`src/rtl/alu_operand_stage.sv`:
```
`default_nettype none
// ============================================================================
// Module   : alu_operand_stage
// Function : execute-stage operand steering for the external adder, flag
//            generation and a 2-entry result FIFO for writeback.
// Revision : 1.0 - initial release
// ============================================================================
module alu_operand_stage #(
  parameter int WIDTH = 32,
  parameter int RD_W  = 5
) (
  input  logic             clk,
  input  logic             rst_n,
  input  logic             flush,
  input  logic             in_valid,
  output logic             in_ready,
  input  logic [2:0]       in_op,
  input  logic [WIDTH-1:0] in_a,
  input  logic [WIDTH-1:0] in_b,
  input  logic [WIDTH-1:0] in_imm,
  input  logic             in_use_imm,
  input  logic [RD_W-1:0]  in_rd,
  output logic [WIDTH-1:0] add_inp1,
  output logic [WIDTH-1:0] add_inp2,
  output logic             add_cin,
  input  logic [WIDTH-1:0] add_sum,
  output logic             out_valid,
  input  logic             out_ready,
  output logic [WIDTH-1:0] out_result,
  output logic [RD_W-1:0]  out_rd,
  output logic             out_wen,
  output logic [3:0]       out_flags,
  output logic             out_illegal
);

  localparam logic [2:0] OP_ADD = 3'b000;
  localparam logic [2:0] OP_SUB = 3'b001;
  localparam logic [2:0] OP_INC = 3'b010;
  localparam logic [2:0] OP_DEC = 3'b011;
  localparam logic [2:0] OP_NEG = 3'b100;
  localparam logic [2:0] OP_CMP = 3'b101;

  logic [WIDTH-1:0] w_opb;
  logic             w_wen;
  logic             w_illegal;
  logic [3:0]       w_flags;
  logic [WIDTH-1:0] w_result;
  logic             w_n, w_z, w_c, w_v;
  logic             w_push, w_pop;

  logic [WIDTH-1:0] res_q   [2];
  logic [RD_W-1:0]  rd_q    [2];
  logic [3:0]       flags_q [2];
  logic [1:0]       wen_q;
  logic [1:0]       ill_q;
  logic             head_q, head_d;
  logic             tail_q, tail_d;
  logic [1:0]       count_q, count_d;

  always_comb begin
    w_opb     = in_use_imm ? in_imm : in_b;
    add_inp1  = '0;
    add_inp2  = '0;
    add_cin   = 1'b0;
    w_wen     = 1'b0;
    w_illegal = 1'b0;
    case (in_op)
      OP_ADD: begin add_inp1 = in_a; add_inp2 = w_opb;  add_cin = 1'b0; w_wen = 1'b1; end
      OP_SUB: begin add_inp1 = in_a; add_inp2 = ~w_opb; add_cin = 1'b1; w_wen = 1'b1; end
      OP_INC: begin add_inp1 = in_a; add_inp2 = '0;     add_cin = 1'b1; w_wen = 1'b1; end
      OP_DEC: begin add_inp1 = in_a; add_inp2 = '1;     add_cin = 1'b0; w_wen = 1'b1; end
      OP_NEG: begin add_inp1 = '0;   add_inp2 = ~w_opb; add_cin = 1'b1; w_wen = 1'b1; end
      OP_CMP: begin add_inp1 = in_a; add_inp2 = ~w_opb; add_cin = 1'b1; w_wen = 1'b0; end
      default: w_illegal = 1'b1;
    endcase
  end

  // Carry-out is reconstructed from the operand and sum MSBs only.
  assign w_n      = add_sum[WIDTH-1];
  assign w_z      = (add_sum == '0);
  assign w_c      = (add_inp1[WIDTH-1] & add_inp2[WIDTH-1]) |
                    ((add_inp1[WIDTH-1] ^ add_inp2[WIDTH-1]) & ~add_sum[WIDTH-1]);
  assign w_v      = (add_inp1[WIDTH-1] == add_inp2[WIDTH-1]) &
                    (add_sum[WIDTH-1] != add_inp1[WIDTH-1]);
  assign w_flags  = w_illegal ? 4'b0000 : {w_n, w_z, w_c, w_v};
  assign w_result = w_illegal ? '0 : add_sum;

  assign in_ready  = (count_q < 2'd2);
  assign out_valid = (count_q != 2'd0);
  assign w_push    = in_valid & in_ready;
  assign w_pop     = out_valid & out_ready;

  always_comb begin
    head_d  = head_q ^ w_pop;
    tail_d  = tail_q ^ w_push;
    count_d = count_q + {1'b0, w_push} - {1'b0, w_pop};
    if (flush) begin
      head_d  = 1'b0;
      tail_d  = 1'b0;
      count_d = 2'd0;
    end
  end

  always_ff @(posedge clk or negedge rst_n) begin
    if (!rst_n) begin
      head_q  <= 1'b0;
      tail_q  <= 1'b0;
      count_q <= 2'd0;
      wen_q   <= 2'b00;
      ill_q   <= 2'b00;
      for (int i = 0; i < 2; i++) begin
        res_q[i]   <= '0;
        rd_q[i]    <= '0;
        flags_q[i] <= 4'b0000;
      end
    end else begin
      head_q  <= head_d;
      tail_q  <= tail_d;
      count_q <= count_d;
      if (w_push && !flush) begin
        res_q[tail_q]   <= w_result;
        rd_q[tail_q]    <= in_rd;
        flags_q[tail_q] <= w_flags;
        wen_q[tail_q]   <= w_wen;
        ill_q[tail_q]   <= w_illegal;
      end
    end
  end

  assign out_result  = out_valid ? res_q[head_q]   : '0;
  assign out_rd      = out_valid ? rd_q[head_q]    : '0;
  assign out_flags   = out_valid ? flags_q[head_q] : 4'b0000;
  assign out_wen     = out_valid & wen_q[head_q];
  assign out_illegal = out_valid & ill_q[head_q];

endmodule
`default_nettype wire

```
`config.mk`:
```
export PLATFORM = sky130hd
export DESIGN_NAME = alu_operand_stage
export DESIGN_NICKNAME = d
export VERILOG_FILES = /design/src/rtl/alu_operand_stage.sv
export SDC_FILE = /design/constraint.sdc
export NUM_CORES = 1
export LEC_CHECK = 0
export ABC_CLOCK_PERIOD_IN_PS = 3450
export CORE_ASPECT_RATIO = 1.1
export CORE_UTILIZATION = 31
export DETAILED_ROUTE_END_ITERATION = 10
export REMOVE_ABC_BUFFERS = 1
export SETUP_SLACK_MARGIN = 0.15
export SLEW_MARGIN = 25
export SYNTH_ARGS = -nofsm -noshare
export SYNTH_HDL_FRONTEND = slang
export SYNTH_SLANG_ARGS = --single-unit
```
`constraint.sdc`:
```
create_clock -name clk -period 3.45 [get_ports clk]
set_clock_uncertainty 0.1 [all_clocks]
set_input_delay 0.5175 -clock clk [delete_from_list [all_inputs] [get_ports clk]]
set_output_delay 0.5175 -clock clk [all_outputs]
set_load 0.01 [all_outputs]
```
# After elaboration in Yosys (flattened, before gate mapping)
# Cells that the tools add are included.
# classes
magnitude_cmp	7
reduce_logical	12
n_mux	40
n_eq_ne	7
n_bitwise	15
addsub	2
# ops
operator	count
32-bit 2-to-1 mux	8
32-bit one-hot mux with 3 select lines	1
64-bit bitwise mux	1
32-bit demux with 1-bit select	1
32-bit zero test	1
32-bit inverter	1
5-bit 2-to-1 mux	5
4-bit 2-to-1 mux	6
10-bit bitwise mux	1
1-bit 2-to-1 mux	10
5-bit OR reduction	2
8-bit bitwise mux	1
1-bit bitwise AND	7
3-bit by 2-bit equality test with 1-bit output, second input constant	2
3-bit equality test, second input constant	2
6-bit OR reduction	1
5-bit demux with 1-bit select	1
2-bit bitwise mux	2
4-bit demux with 1-bit select	1
2-bit greater-or-equal comparator, second input constant	2
1-bit by 2-bit < comparator with 1-bit output, second input constant	2
1-bit inverter with 2-bit output	2
4-bit OR reduction	1
3-bit by 1-bit equality test with 1-bit output, second input constant	1
other kinds (17)	21
# totals
out_inout_bits	110
in_bits	142
elab_cells	94
ff_bits	90

# Longest topological paths before layout
# logic_depth
ltp_word	8
mapped_depth	10
depth_no_buf	8

# Worst setup path after synthesis
# Ideal clock, no wire load.
# synth_timing
kind	input to register
from	input in_use_imm
to	register flags_q[1] (netlist name)
arrival_ns	2.188
setup_time_ns	0.129
slack_ns	1.033
required_ns	3.221
n_path_buf	2
stages	9
path_cell_list	buf_2 -> buf_4 -> mux2i_1 -> a21oi_1 -> o22ai_1 -> ha_1 -> nor2b_1 -> o21ai_0 -> o21ai_0
# synth_via
elab_chain_cells	8
elab_cells_between_ends	9
classes_between	mux (4); bitwise (5)
# synth_rtl
item	line	text
start, declared	21	input logic in_use_imm,
32-bit 2-to-1 mux *	61	w_opb = in_use_imm ? in_imm : in_b;
32-bit inverter	69, 72, 73	
32-bit one-hot mux with 3 select lines *	67	case (in_op)
via add_inp2[31]	24	output logic [WIDTH-1:0] add_inp2,
1-bit bitwise XOR	82	((add_inp1[WIDTH-1] ^ add_inp2[WIDTH-1]) & ~add_sum[WIDTH-1]);
1-bit bitwise AND	82	
1-bit bitwise OR *	81	assign w_c = (add_inp1[WIDTH-1] & add_inp2[WIDTH-1]) |
4-bit 2-to-1 mux *	85	assign w_flags = w_illegal ? 4'b0000 : {w_n, w_z, w_c, w_v};
8-bit bitwise mux *	123	flags_q[tail_q] <= w_flags;
end signal, assigned by index	123	
end, declared	53	logic [3:0] flags_q [2];
# Mark *: on every way through the listed nets, which the timed path passes. The rest lies on a longest branch.
# A chain may end at the register's enable or synchronous reset.

# Worst setup path after layout
# layout_timing
from	input in_op[1]
to	output add_inp2[7]
# layout_via
elab_chain_cells	3
elab_cells_between_ends	7
classes_between	eq/ne (4); mux (1); reduce/logical (2)
# layout_rtl
item	line	text
start, declared	17	input logic [2:0] in_op,
3-bit equality test or 3-bit by 1-bit equality test with 1-bit output (tied branches)	67	
3-bit OR reduction (no source line)	n/a	
32-bit one-hot mux with 3 select lines *	67	
end, declared	24	
# Every way passes the cells marked *; elsewhere a longest branch is shown, timed or not.

==> impl_results.md <==
* Status: complete, but fails checks
* Violated checks: negative hold slack
* Iteration-0 DRC count of the detailed router at 171
* Final #Nets at 1,033
* TritonCTS clock tree: built
* Sinks on the clock net at 88
* Clock buffer depth at 2
* Global Route Usage Sum at 0.198
* Top Ports at 252
* Highest-delay cell along the critical path: clkdlybuf4s50_1
* Post-Syn Instances at 661
* Via Count at 5,371
* Max_cap viols at 0
* Fillers at 1,688
* Kind of critical path: in2out
* Most used DFF post-synth: dfrtp_1
* Vert. Die Dim at 142 um
* Relative slew margins at 0.642
* Routed Antenna Nets at 0
* Average size of a mapped cell at 8.34 sq um
* Post-CTS sizing at 0
* Final hold violations at 1
* Vias in the first global route at ~5,200
* Most common cell in the netlist: nand2_1
* FP Rows at 50
* Final-report max-slew violation count at 0
* Setup violators final at 0
* Post-route setup slack at 0.396 ns
* Post-synth cell types at 33
* Yosys top cell by area: dfrtp_1
* Crit start category: primary input
* Upper clock frequency limit at about 0.33 GHz
* Core ar. at 17,200 sq um
* RSZ-0062 raised after global routing: no
* Pint at 0.00320 W
* Per-cell routed wire length at ~16 um
* Sequential power share at 0.357
* Hold slack final at -0.00315 ns
* Synth Cell Area at 5510 sq um
* Critical Path Fanout Max at 9
* Logic pwr share at 0.466
* First-pass GRT wire length at 28.2 mm
* Register area at 2200 sq um
* Synth cell count leaders: nand2_1 (108), dfrtp_1 (88), mux2i_1 (74), o21ai_0 (69), a21oi_1 (64)
* Number of I/O port buffers at 251
* Clk pwr share at 0.177
* Worst Path Buf+Inv at 5
* Post-CTS setup buffers at 0
* Tightest Pin Transition at 0.536 ns
* Clk pin slew, worst setup/hold paths at ~0.060 ns
* DR pass1 iterations at 4
* Final GP Congestion at approximately 0.9
* Post-synth EDFFs at 0
* PD cells at roughly 580 nW/um^2
* Final setup TNS at 0 ns
* Worst Path Required at 2.83 ns
* Min cycle time layout at 3.05 ns
* Initial antenna violation count at 0
* Worst vdd ir at 0.565 mV
* CTS Buf Count at 9
* Area contributors post-synth: dfrtp_1 (40%), mux2i_1 (13%), nand2_1 (7.4%)
* H-tree depth at 3
* Max incr delay on CP at 0.58 ns
* Root buf cell: clkbuf_16
* Die area at roughly 18,000 sq um
* Leak Pwr at 3.53 nW
* Synth Warn # at 0
* Largest net degree at the start of global routing at 80
* CP Cell Sequence: clkdlybuf4s50_1 > inv_1 > nor2_2 > buf_4 > buf_4 > a21oi_1 > o22ai_1 > clkdlybuf4s50_1
* Layout cell share with drive strength beyond 1 at 0.0717
* Total power draw at 0.00495 W
* Critical path endpoint category: output pin
* Vias per cell at 4.76
* Setup WS pre-CTS at 0.426 ns
* CP top delay family: buffers and inverters
* Hold buffer count at CTS at 0
* Die W at 129 um
* DRC at 0
* Clk_lat worst skew at 0.33 ns
* Psw at approximately 0.0017 W
* WP data arrival at between 2 and 2.5 ns
* Remaining Overflow, GRT at 0
* Sw frac at 0.353
* Area share of the largest cell type after synthesis at 0.400
* Area delta synth->final at 55.4%
* DP Wirelength at 13.6 mm
* HP Class: in2async
* Sequential area share after synthesis at 0.400
* Starting density of the core at 0.320
* Routed WL at 18.3 mm
* Final period util at 0.885
* Register bit total from synthesis at 88
* Asr flop ratio synth at 1.00
* Footprint of the multi-input gates at between 2000 and 3000 sq um
## power groups by stage
| stage | clock [W] | combinational [W] | sequential [W] |
|---|---|---|---|
| after floorplan | 0 | 0.00118 | 0.00175 |
| after global placement | 0 | 0.00231 | 0.00177 |
| after detailed placement | 0 | 0.00234 | 0.00179 |
| after CTS | 0.000910 | 0.00235 | 0.00177 |
| after global routing | 0.000958 | 0.00255 | 0.00182 |
| final | 0.000878 | 0.00231 | 0.00177 |
## worst paths after layout
path | cells past startpoint | slack [ns] | to | startpoint
setup / recovery | 8 | 0.40 | add_inp2[7] | in_op[1]
hold / removal | 1 | -0.003 | count_q[1]$_DFF_PN0_ | rst_n
setup reg to reg | 9 | 1.20 | count_q[1]$_DFF_PN0_ | count_q[1]$_DFF_PN0_
hold reg to reg | 2 | 0.38 | res_q[31]$_DFFE_PN0P_ | res_q[31]$_DFFE_PN0P_
max in group asynchronous | 2 | 2.50 | res_q[13]$_DFFE_PN0P_ | rst_n
min in group clk | 2 | 0.38 | res_q[31]$_DFFE_PN0P_ | res_q[31]$_DFFE_PN0P_
## layout by cell type, fill, tap and decap left out, drive strengths merged, types with 5 or more instances in the layout
cell / n
a21oi: 64
and2: 33
buf: 30
clkbuf: 11
clkdlybuf4s50: 248
dfrtp: 88
inv: 6
mux2: 10
mux2i: 74
nand2: 109
nor2: 48
nor3: 32
nor4: 8
o21ai: 71
o22ai: 32
xnor2: 5
## sequential cells by signal, indices dropped and copies added (netlist names)
register  cells
count_q       2
flags_q       6
head_q        1
wen_q         2
ill_q         2
tail_q        1
res_q        64
rd_q         10
## layout make-up
cell class,instances,share of cell area
inverters,6,0.00263
clock inverters,5,0.00395
diodes,2,0.000584
flip-flops and latches,88,0.257
well taps,234,0.0342
repair buffers,278,0.324
multi-input cells,505,0.350
clock buffers,11,0.0272
## cells by family (layout without fill, tap and decap cells)
family	count (synthesis)	count (layout)	share of synthesized area
AOI/OAI and AO/OA	173	173	0.171
adders and majority gates	3	3	0.00681
other	0	2	0
xor gates and xnor gates	6	6	0.00953
buffers and inverters	68	300	0.0588
DFF	88	88	0.400
muxes	84	84	0.158
and+or+nand+nor	239	239	0.196
## metrics by stage
step / utilization / area, sq um / hold WS, ns / instances
after CTS: 0.497 / 8560 / 0.00333 / 1127
after global placement: 0.482 / 8290 / 0.360 / 1111
final: 0.498 / 8560 / -0.00315 / 1129
after floorplan: - / 5210 / 0.122 / 599
after global routing: 0.497 / 8560 / 0.0131 / 1127
after detailed placement: 0.482 / 8290 / 0.360 / 1111
## layer usage
layer  GRT usage  vias up  wire [um]
met1       0.247     2415       7880
met3      0.0584       15       1480
met5           0        -          0
met4      0.0625        0        284
met2       0.328      192       8650
li1            -     2749          -
Power figures use the tool's default switching activity.
